`src/rtl/param_fifo_pkg.sv`:
```
// Shared defaults and the occupancy-counter width helper for param_fifo.
package param_fifo_pkg;
    localparam int DEF_DATA_W = 8;
    localparam int DEF_DEPTH  = 64;
    localparam int DEF_MARGIN = 4;

    // count must represent 0..depth inclusive, hence the extra bit
    function automatic int cnt_w(input int depth);
        return $clog2(depth) + 1;
    endfunction
endpackage

```
`src/rtl/param_fifo_mem.sv`:
```
// Simple dual-port storage for param_fifo: synchronous write, registered read, no reset.
module param_fifo_mem #(
    parameter int DATA_W = 8,
    parameter int DEPTH  = 64
) (
    input  logic                     clk,
    input  logic                     wr_en,
    input  logic [$clog2(DEPTH)-1:0] wr_addr,
    input  logic [DATA_W-1:0]        wr_data,
    input  logic                     rd_en,
    input  logic [$clog2(DEPTH)-1:0] rd_addr,
    output logic [DATA_W-1:0]        rd_data
);
    logic [DATA_W-1:0] mem [DEPTH];

    // a same-address read and write in one cycle returns the old word
    always_ff @(posedge clk) begin
        if (wr_en) mem[wr_addr] <= wr_data;
        if (rd_en) rd_data <= mem[rd_addr];
    end
endmodule

```
`src/rtl/param_fifo.sv`:
```
// Parameterized synchronous FIFO with registered flags and sticky error flags.
// Define PARAM_FIFO_FWFT_EN for first-word-fall-through output; default is standard mode.
module param_fifo
    import param_fifo_pkg::*;
#(
    parameter int DATA_W = DEF_DATA_W,
    parameter int DEPTH  = DEF_DEPTH,
    parameter int AF_LVL = DEPTH - DEF_MARGIN,
    parameter int AE_LVL = DEF_MARGIN
) (
    input  logic                      clk,
    input  logic                      rst,
    input  logic                      wr_en,
    input  logic [DATA_W-1:0]         din,
    input  logic                      rd_en,
    output logic [DATA_W-1:0]         dout,
    output logic                      dout_vld,
    output logic                      full,
    output logic                      empty,
    output logic                      almost_full,
    output logic                      almost_empty,
    output logic [cnt_w(DEPTH)-1:0]   count,
    input  logic                      clr_err,
    output logic                      overflow,
    output logic                      underflow
);
    localparam int AW = $clog2(DEPTH);
    localparam int CW = cnt_w(DEPTH);

    logic [AW-1:0]     wr_ptr, rd_ptr;
    logic [CW-1:0]     count_nxt;
    logic [DATA_W-1:0] mem_q;
    logic              rd_acc, wr_acc, mem_we, mem_re, vld_nxt, has_data;
    logic              ov_evt, un_evt;

    assign rd_acc = rd_en && !empty;
    assign wr_acc = wr_en && (!full || rd_acc);
    assign ov_evt = wr_en && full && !rd_acc;
    // a write in the same cycle fills the FIFO, so the read is not an underflow
    assign un_evt = rd_en && empty && !wr_en;

`ifdef PARAM_FIFO_FWFT_EN
    logic [CW-1:0]     mem_cnt;
    logic [DATA_W-1:0] byp_q;
    logic              byp_ld, src_byp;

    // the output register holds one word, so storage holds count minus that word
    assign mem_cnt = count - CW'(dout_vld);

    always_comb begin
        mem_we  = 1'b0;
        mem_re  = 1'b0;
        byp_ld  = 1'b0;
        vld_nxt = 1'b0;
        if (!dout_vld || rd_acc) begin
            if (mem_cnt != '0) begin
                mem_re  = 1'b1;
                mem_we  = wr_acc;
                vld_nxt = 1'b1;
            end else if (wr_acc) begin
                byp_ld  = 1'b1;
                vld_nxt = 1'b1;
            end
        end else begin
            mem_we  = wr_acc;
            vld_nxt = 1'b1;
        end
    end

    always_ff @(posedge clk or posedge rst) begin
        if (rst) src_byp <= 1'b0;
        else if (mem_re || byp_ld) src_byp <= byp_ld;
    end

    always_ff @(posedge clk) begin
        if (byp_ld) byp_q <= din;
    end

    assign dout = !has_data ? '0 : (src_byp ? byp_q : mem_q);
`else
    always_comb begin
        mem_we  = wr_acc;
        mem_re  = rd_acc;
        vld_nxt = rd_acc;
    end

    assign dout = has_data ? mem_q : '0;
`endif

    always_comb begin
        count_nxt = count;
        case ({wr_acc, rd_acc})
            2'b10:   count_nxt = count + 1'b1;
            2'b01:   count_nxt = count - 1'b1;
            default: count_nxt = count;
        endcase
    end

    // flags come from count_nxt so they line up with count, not a cycle behind
    always_ff @(posedge clk or posedge rst) begin
        if (rst) begin
            wr_ptr       <= '0;
            rd_ptr       <= '0;
            count        <= '0;
            full         <= 1'b0;
            empty        <= 1'b1;
            almost_full  <= 1'b0;
            almost_empty <= 1'b1;
            dout_vld     <= 1'b0;
            has_data     <= 1'b0;
            overflow     <= 1'b0;
            underflow    <= 1'b0;
        end else begin
            if (mem_we) wr_ptr <= wr_ptr + 1'b1;
            if (mem_re) rd_ptr <= rd_ptr + 1'b1;
            count        <= count_nxt;
            full         <= (count_nxt == CW'(DEPTH));
            empty        <= (count_nxt == '0);
            almost_full  <= (count_nxt >= CW'(AF_LVL));
            almost_empty <= (count_nxt <= CW'(AE_LVL));
            dout_vld     <= vld_nxt;
`ifdef PARAM_FIFO_FWFT_EN
            if (mem_re || byp_ld) has_data <= 1'b1;
`else
            if (mem_re) has_data <= 1'b1;
`endif
            overflow     <= ov_evt || (overflow && !clr_err);
            underflow    <= un_evt || (underflow && !clr_err);
        end
    end

    param_fifo_mem #(
        .DATA_W (DATA_W),
        .DEPTH  (DEPTH)
    ) u_mem (
        .clk     (clk),
        .wr_en   (mem_we),
        .wr_addr (wr_ptr),
        .wr_data (din),
        .rd_en   (mem_re),
        .rd_addr (rd_ptr),
        .rd_data (mem_q)
    );
endmodule

```
`config.mk`:
```
export PLATFORM = sky130hd
export DESIGN_NAME = param_fifo
export DESIGN_NICKNAME = d
export VERILOG_FILES = /design/src/rtl/param_fifo_pkg.sv /design/src/rtl/param_fifo_mem.sv /design/src/rtl/param_fifo.sv
export SDC_FILE = /design/constraint.sdc
export NUM_CORES = 1
export LEC_CHECK = 0
export ABC_CLOCK_PERIOD_IN_PS = 4650
export CORE_ASPECT_RATIO = 1.25
export CORE_MARGIN = 4
export CORE_UTILIZATION = 40
export CTS_CLUSTER_SIZE = 28
export DETAILED_ROUTE_END_ITERATION = 7
export DONT_BUFFER_PORTS = 1
export HOLD_SLACK_MARGIN = 0.03
export MAX_ROUTING_LAYER = met4
export PLACE_DENSITY = 0.62
export SETUP_SLACK_MARGIN = 0.5
export SYNTH_ARGS = -nofsm -noshare
export SYNTH_HDL_FRONTEND = slang
export SYNTH_SLANG_ARGS = --single-unit
```
`constraint.sdc`:
```
create_clock -name clk -period 4.65 [get_ports clk]
set_clock_uncertainty 0.15 [all_clocks]
set_input_delay 1.395 -clock clk [delete_from_list [all_inputs] [get_ports clk]]
set_output_delay 1.395 -clock clk [all_outputs]
set_load 0.01 [all_outputs]
```
== After elaboration in Yosys (flattened, before gate mapping) ==
Memories as Yosys holds them, arrays and structs flattened. A register that Yosys moved wholly into a read port is not among the register bits.
Cells that the tools add are included.

* Bits in registers: 27
* Bits in writable memories: 512
* Input bits: 13
* Memories: 1

{| class="wikitable"
|+ Memory list
! memory !! words !! width !! read ports !! clocked after Yosys merged registers in !! write ports !! RTL line !! text
|-
| u_mem.mem || 64 || 8 || 1 || 1 || 1 || param_fifo_mem.sv:14 || <nowiki>logic [DATA_W-1:0] mem [DEPTH];</nowiki>
|}

* $add $sub $neg: 4
* Magnitude comparators: 2
* Eq/ne operators: 3
* Muxes and demuxes: 4
* Reductions and logical operators: 17

{| class="wikitable"
|+ Operators by type and width
! kind !! count
|-
| one-hot mux 7 bit (2 select lines) || 1
|-
| adder 6 x 1 -> 6 bit (second input constant) || 2
|-
| logical AND 1 bit || 8
|-
| two-way mux 8 bit || 1
|-
| adder 7 x 1 -> 7 bit (second input constant) || 1
|-
| == test 7 bit (second input constant) || 1
|-
| greater-or-equal comparator 7 x 6 -> 1 bit (second input constant) || 1
|-
| less-or-equal comparator 7 x 3 -> 1 bit (second input constant) || 1
|-
| zero test 7 bit || 1
|-
| subtractor 7 x 1 -> 7 bit (second input constant) || 1
|-
| zero test 1 bit || 5
|-
| logical OR 1 bit || 3
|-
| == test 2 x 1 -> 1 bit (second input constant) || 1
|-
| == test 2 bit (second input constant) || 1
|-
| two-way mux 1 bit || 2
|}

== Logic depth before layout (Yosys ltp) ==
* Depth in word-level cells: 7
* Gate-level depth with buffers: 16
* Mapped depth without buffers: 13

== Cells and area by module ==
A second synthesis with hierarchy kept.

* Cells, all modules: 1082
* Area total of the unflattened synthesis: 21699.6 µm²

{| class="wikitable"
|+ Modules (own cells, without submodules)
! module !! instances !! cells each !! area each (µm²) !! sequential area each (µm²)
|-
| param_fifo_mem || 1 || 940 || 20246.9 || 15615.0
|-
| param_fifo || 1 || 142 || 1452.6 || 678.2
|}

== Worst setup path before layout ==
No wires, ideal clock.

* Path type: in2reg
* Start: input rd_en
* End: register full
* Setup time: 0.101 ns
* Arrival: 4.071 ns
* Data required time: 4.399 ns
* Slack: 0.328 ns
* Cell stages on the path: 16
* Path through: nand2b_1 -> nand2_1 -> and2_1 -> clkbuf_1 -> inv_1 -> ha_1 -> clkbuf_1 -> clkbuf_1 -> xor2_1 -> ha_1 -> a21oi_1 -> nor4b_1 -> a21oi_1 -> xnor2_1 -> nand4bb_1 -> nor4_1

* Longest elaborated chain between the ends: 6
* Elaborated cells on any way between the ends: 7

{| class="wikitable"
|+ Ends and longest elaborated chain
! what !! RTL line !! text
|-
| start: declaration || param_fifo.sv:15 || <nowiki>input logic rd_en,</nowiki>
|-
| logical AND 1 bit * || param_fifo.sv:36 || <nowiki>assign rd_acc = rd_en && !empty;</nowiki>
|-
| logical OR 1 bit || param_fifo.sv:37 || <nowiki>assign wr_acc = wr_en && (!full || rd_acc);</nowiki>
|-
| logical AND 1 bit || param_fifo.sv:37 ||
|-
| == test 2 x 1 -> 1 bit / == test 2 bit (equally long branches) || param_fifo.sv:92 || <nowiki>case ({wr_acc, rd_acc})</nowiki>
|-
| one-hot mux 7 bit (2 select lines) * || param_fifo.sv:92 ||
|-
| named net count_nxt[4] || param_fifo.sv:31 || <nowiki>logic [CW-1:0] count_nxt;</nowiki>
|-
| == test 7 bit * || param_fifo.sv:117 || <nowiki>full <= (count_nxt == CW'(DEPTH));</nowiki>
|-
| end signal: assignment || param_fifo.sv:117 ||
|-
| end: declaration || param_fifo.sv:18 || <nowiki>output logic full,</nowiki>
|}

Mark *: on every way through the listed nets, which the timed path passes. The rest lies on a longest branch.
A chain may end at the register's enable or synchronous reset.

== Worst setup path in the final report ==
Ends and elaborated chain as after synthesis.

==> impl_metrics.json <==
{
  "run_status": "completed",
  "grt_pass1_vias": 10200,
  "finalCritPeriodShare": 0.824,
  "final_hold_viol_count": 0,
  "critical_path_arrival_ps": 4140,
  "clockRootBuffer": "clkbuf_16",
  "crit_fanout": 18,
  "clock_path_buffers": 3,
  "dr.first_iter.drc_count": 985,
  "synth_cell_types": 45,
  "hold_buffers": 0,
  "clock_sinks": 547,
  "wire_per_inst_um": 25.4,
  "core_region_area_um2": 52900,
  "hold_end": "underflow",
  "initial_core_util": 0.407,
  "syn_area_um2": 21500,
  "hold_ws_ps": 421,
  "ios": 35,
  "drc": 0,
  "synth_top_family_by_area": "multiplexers",
  "cap_viol_max_count": 0,
  "worstSetupStartpointType": "input port",
  "synth_mux_area_frac": 0.173,
  "maxSlewHeadroom": 0.332,
  "grt_pass1_wl_um": 67800,
  "fin_ws_ps": 820,
  "route.vias.total": 9838,
  "globalplace.congestion": 0.777,
  "ant_nets": 0,
  "grt-ovfl-total": 0,
  "wl_um": 45100,
  "grt_util_all_layers": 0.161,
  "rr_endpoint": "full",
  "dp_slack_ps": 253,
  "ys_warn_count": 0,
  "ys_ff_latch": 547,
  "maxSlewViolCount": 0,
  "ff2ff_path_depth": 13,
  "synth_edf_count": 520,
  "cts_resized": 0,
  "portBuffers": 0,
  "critPathRequiredTime_ps": 4960,
  "grt_max_degree": 65,
  "r2r_start": "empty",
  "avgViaCountPerCell": 5.54,
  "async_flop_share": 0.0494,
  "yosys.area_share.simple": 0.0357,
  "postSynthCellCount": 1001,
  "antenna_found_initial": 0,
  "cts_setup_buffers": 0,
  "cts_tree": "built",
  "post-route-util": 0.457,
  "fillers": 4416,
  "clk_latency_ps": 560,
  "cp-end-kind": "flip-flop",
  "p_per_area_nw_per_um2": 562,
  "fmax_mhz": 261,
  "synth_fa_ha_area_frac": 0.00291,
  "p_leak_uw": 0.00758,
  "synth_compound_area_frac": 0.0114,
  "synth_flop_cell": "edfxtp_1",
  "hp-start": "empty",
  "dieHeight_um": 267,
  "dieArea_um2": 57600,
  "worstHoldPathCells": 2,
  "setup_viol_count_final": 0,
  "worst_pin_slew_ps": 1000,
  "power.total_uw": 13600,
  "dieWidth_um": 216,
  "worst-r2r-setup-slack_ps": 1020,
  "hpwl_um": 27800,
  "synth_fp_nets": 1019,
  "peakVddDrop_mv": 0.360,
  "path_clk_slew_ps": 60,
  "htree_levels": 2,
  "fin_nets": 1082,
  "area_growth_pct": 12.4,
  "worst-setup-path-type": "in2reg",
  "syn_avg_cell_area_um2": 21.5,
  "fin_tns_setup_ps": 0,
  "seq_area_frac_synth": 0.757,
  "synth_xor_area_frac": 0.00651,
  "min_period_ps": 3830,
  "dr.pass1.iters": 5,
  "rsz0062_at_grt": "no",
  "drive_gt1_frac": 0.280,
  "cts_buffers": 50,
  "hold_path_class": "reg2reg",
  "core.rowCount": 94
}
[critical path, cell delays in order]
cell and delay (ps):
nand2b_1 190, nand2_1 80, and2_1 170, inv_1 130
ha_1 560, xor2_1 200, ha_1 260, a21oi_1 90
nor4b_1 300, a21oi_1 90, xnor2_1 180, nand4bb_1 230
nor4_1 260
[layout by cell type (no fill, tap or decap), types with 3 or more instances in the layout]
cell type  synthesis  routed
a211oi_1           8       8
a21oi_1           16      16
and2_1            11      11
buf_12             0       5
buf_4              0      66
clkbuf_1          31      10
clkbuf_16          0      51
clkinv_1           0      16
clkinv_2           0       8
dfrtp_1           25      21
edfxtp_1         520     520
ha_1               5       5
inv_1              7       7
mux2i_1            8       8
mux4_2           160     160
nand2_1           17      17
nand2b_1           6       6
nand3_1            8       8
nand3b_1           4       4
nand4_1            4       4
nor2_1            72      72
nor2b_1           14      14
nor4_1             3       3
o21ai_0            7       7
or3b_2             4       4
xnor2_1           11      11
xor2_1             5       5
[layout make-up]
type                            count  area [um2]  area share
Multi-Input combinational cell    387        4930       0.204
Inverter                            7        26.3     0.00109
Antenna cell                        1        2.50    0.000103
Sequential cell                   547       16300       0.674
Clock inverter                     29         184     0.00760
Tap cell                          672         841      0.0347
Timing Repair Buffer               71         596      0.0246
Clock buffer                       61        1310      0.0543
[power by group]
group / switching (uW) / total [uW] / leakage [uW] / internal, uW
clock: 1690 / 3800 / 0.000730 / 2110
combinational: 1720 / 3590 / 0.00185 / 1870
sequential: 496 / 6210 / 0.00500 / 5710
[how the worst max path moves through the flow]
stage | endpoint | startpoint | depth (start not counted) | slack, ps
final | full | rd_en | 13 | 820
after floorplan | almost_empty | rd_en | 16 | 560
after global placement | full | rd_en | 13 | 400
after CTS | full | rd_en | 13 | 860
after detailed placement | full | rd_en | 13 | 250
after global routing | almost_full | rd_en | 13 | 600
[flip-flops by register name, summed over array words and instances (netlist names)]
signal,flops
almost_empty,1
almost_full,1
count,7
dout_vld,1
empty,1
full,1
has_data,1
overflow,1
rd_ptr,6
u_mem.mem,512
u_mem.rd_data,8
underflow,1
wr_ptr,6
[per-layer routing]
layer,up-vias,part of all wire,routed length [um],global-route usage
li1,4253,-,-,-
met1,5280,0.41,18500,0.209
met2,242,0.52,23600,0.274
met3,63,0.043,1950,0.0217
met4,0,0.024,1060,0.0420
met5,-,0,0,-
[cell families (layout without fill, tap and decap cells)]
family,count (synthesis),after routing
buffers and inverters,67,168
flip-flops,547,547
multiplexers,171,171
AO/OA/AOI/OAI,40,40
adder cells (fa/ha/maj),5,5
AND/OR/NAND/NOR,155,155
XOR/XNOR,16,16
other,0,1
[cell usage after synthesis (all sizes together) (5+ instances only)]
library cell | n | area (um2)
nor2b | 14 | 87.6
buf | 29 | 165
a211oi | 8 | 60.1
inv | 7 | 26.3
ha | 5 | 62.6
dfrtp | 25 | 626
mux2i | 8 | 80.1
mux4 | 160 | 3600
xnor2 | 11 | 96.3
nand2 | 17 | 63.8
clkbuf | 31 | 116
and2 | 11 | 68.8
a21oi | 16 | 80.1
edfxtp | 520 | 15600
xor2 | 5 | 43.8
nor2 | 72 | 270
nand2b | 6 | 37.5
o21ai | 7 | 35.0
nand3 | 8 | 40.0
[metrics by stage]
| stage | instance area [um2] | cells |
|---|---|---|
| finish | 24200 | 1775 |
| global route | 24200 | 1774 |
| CTS | 24200 | 1774 |
| detailed placement | 22700 | 1684 |
| global placement | 22700 | 1684 |
| floorplan | 21500 | 1001 |
(Power assumes the default switching activity.)
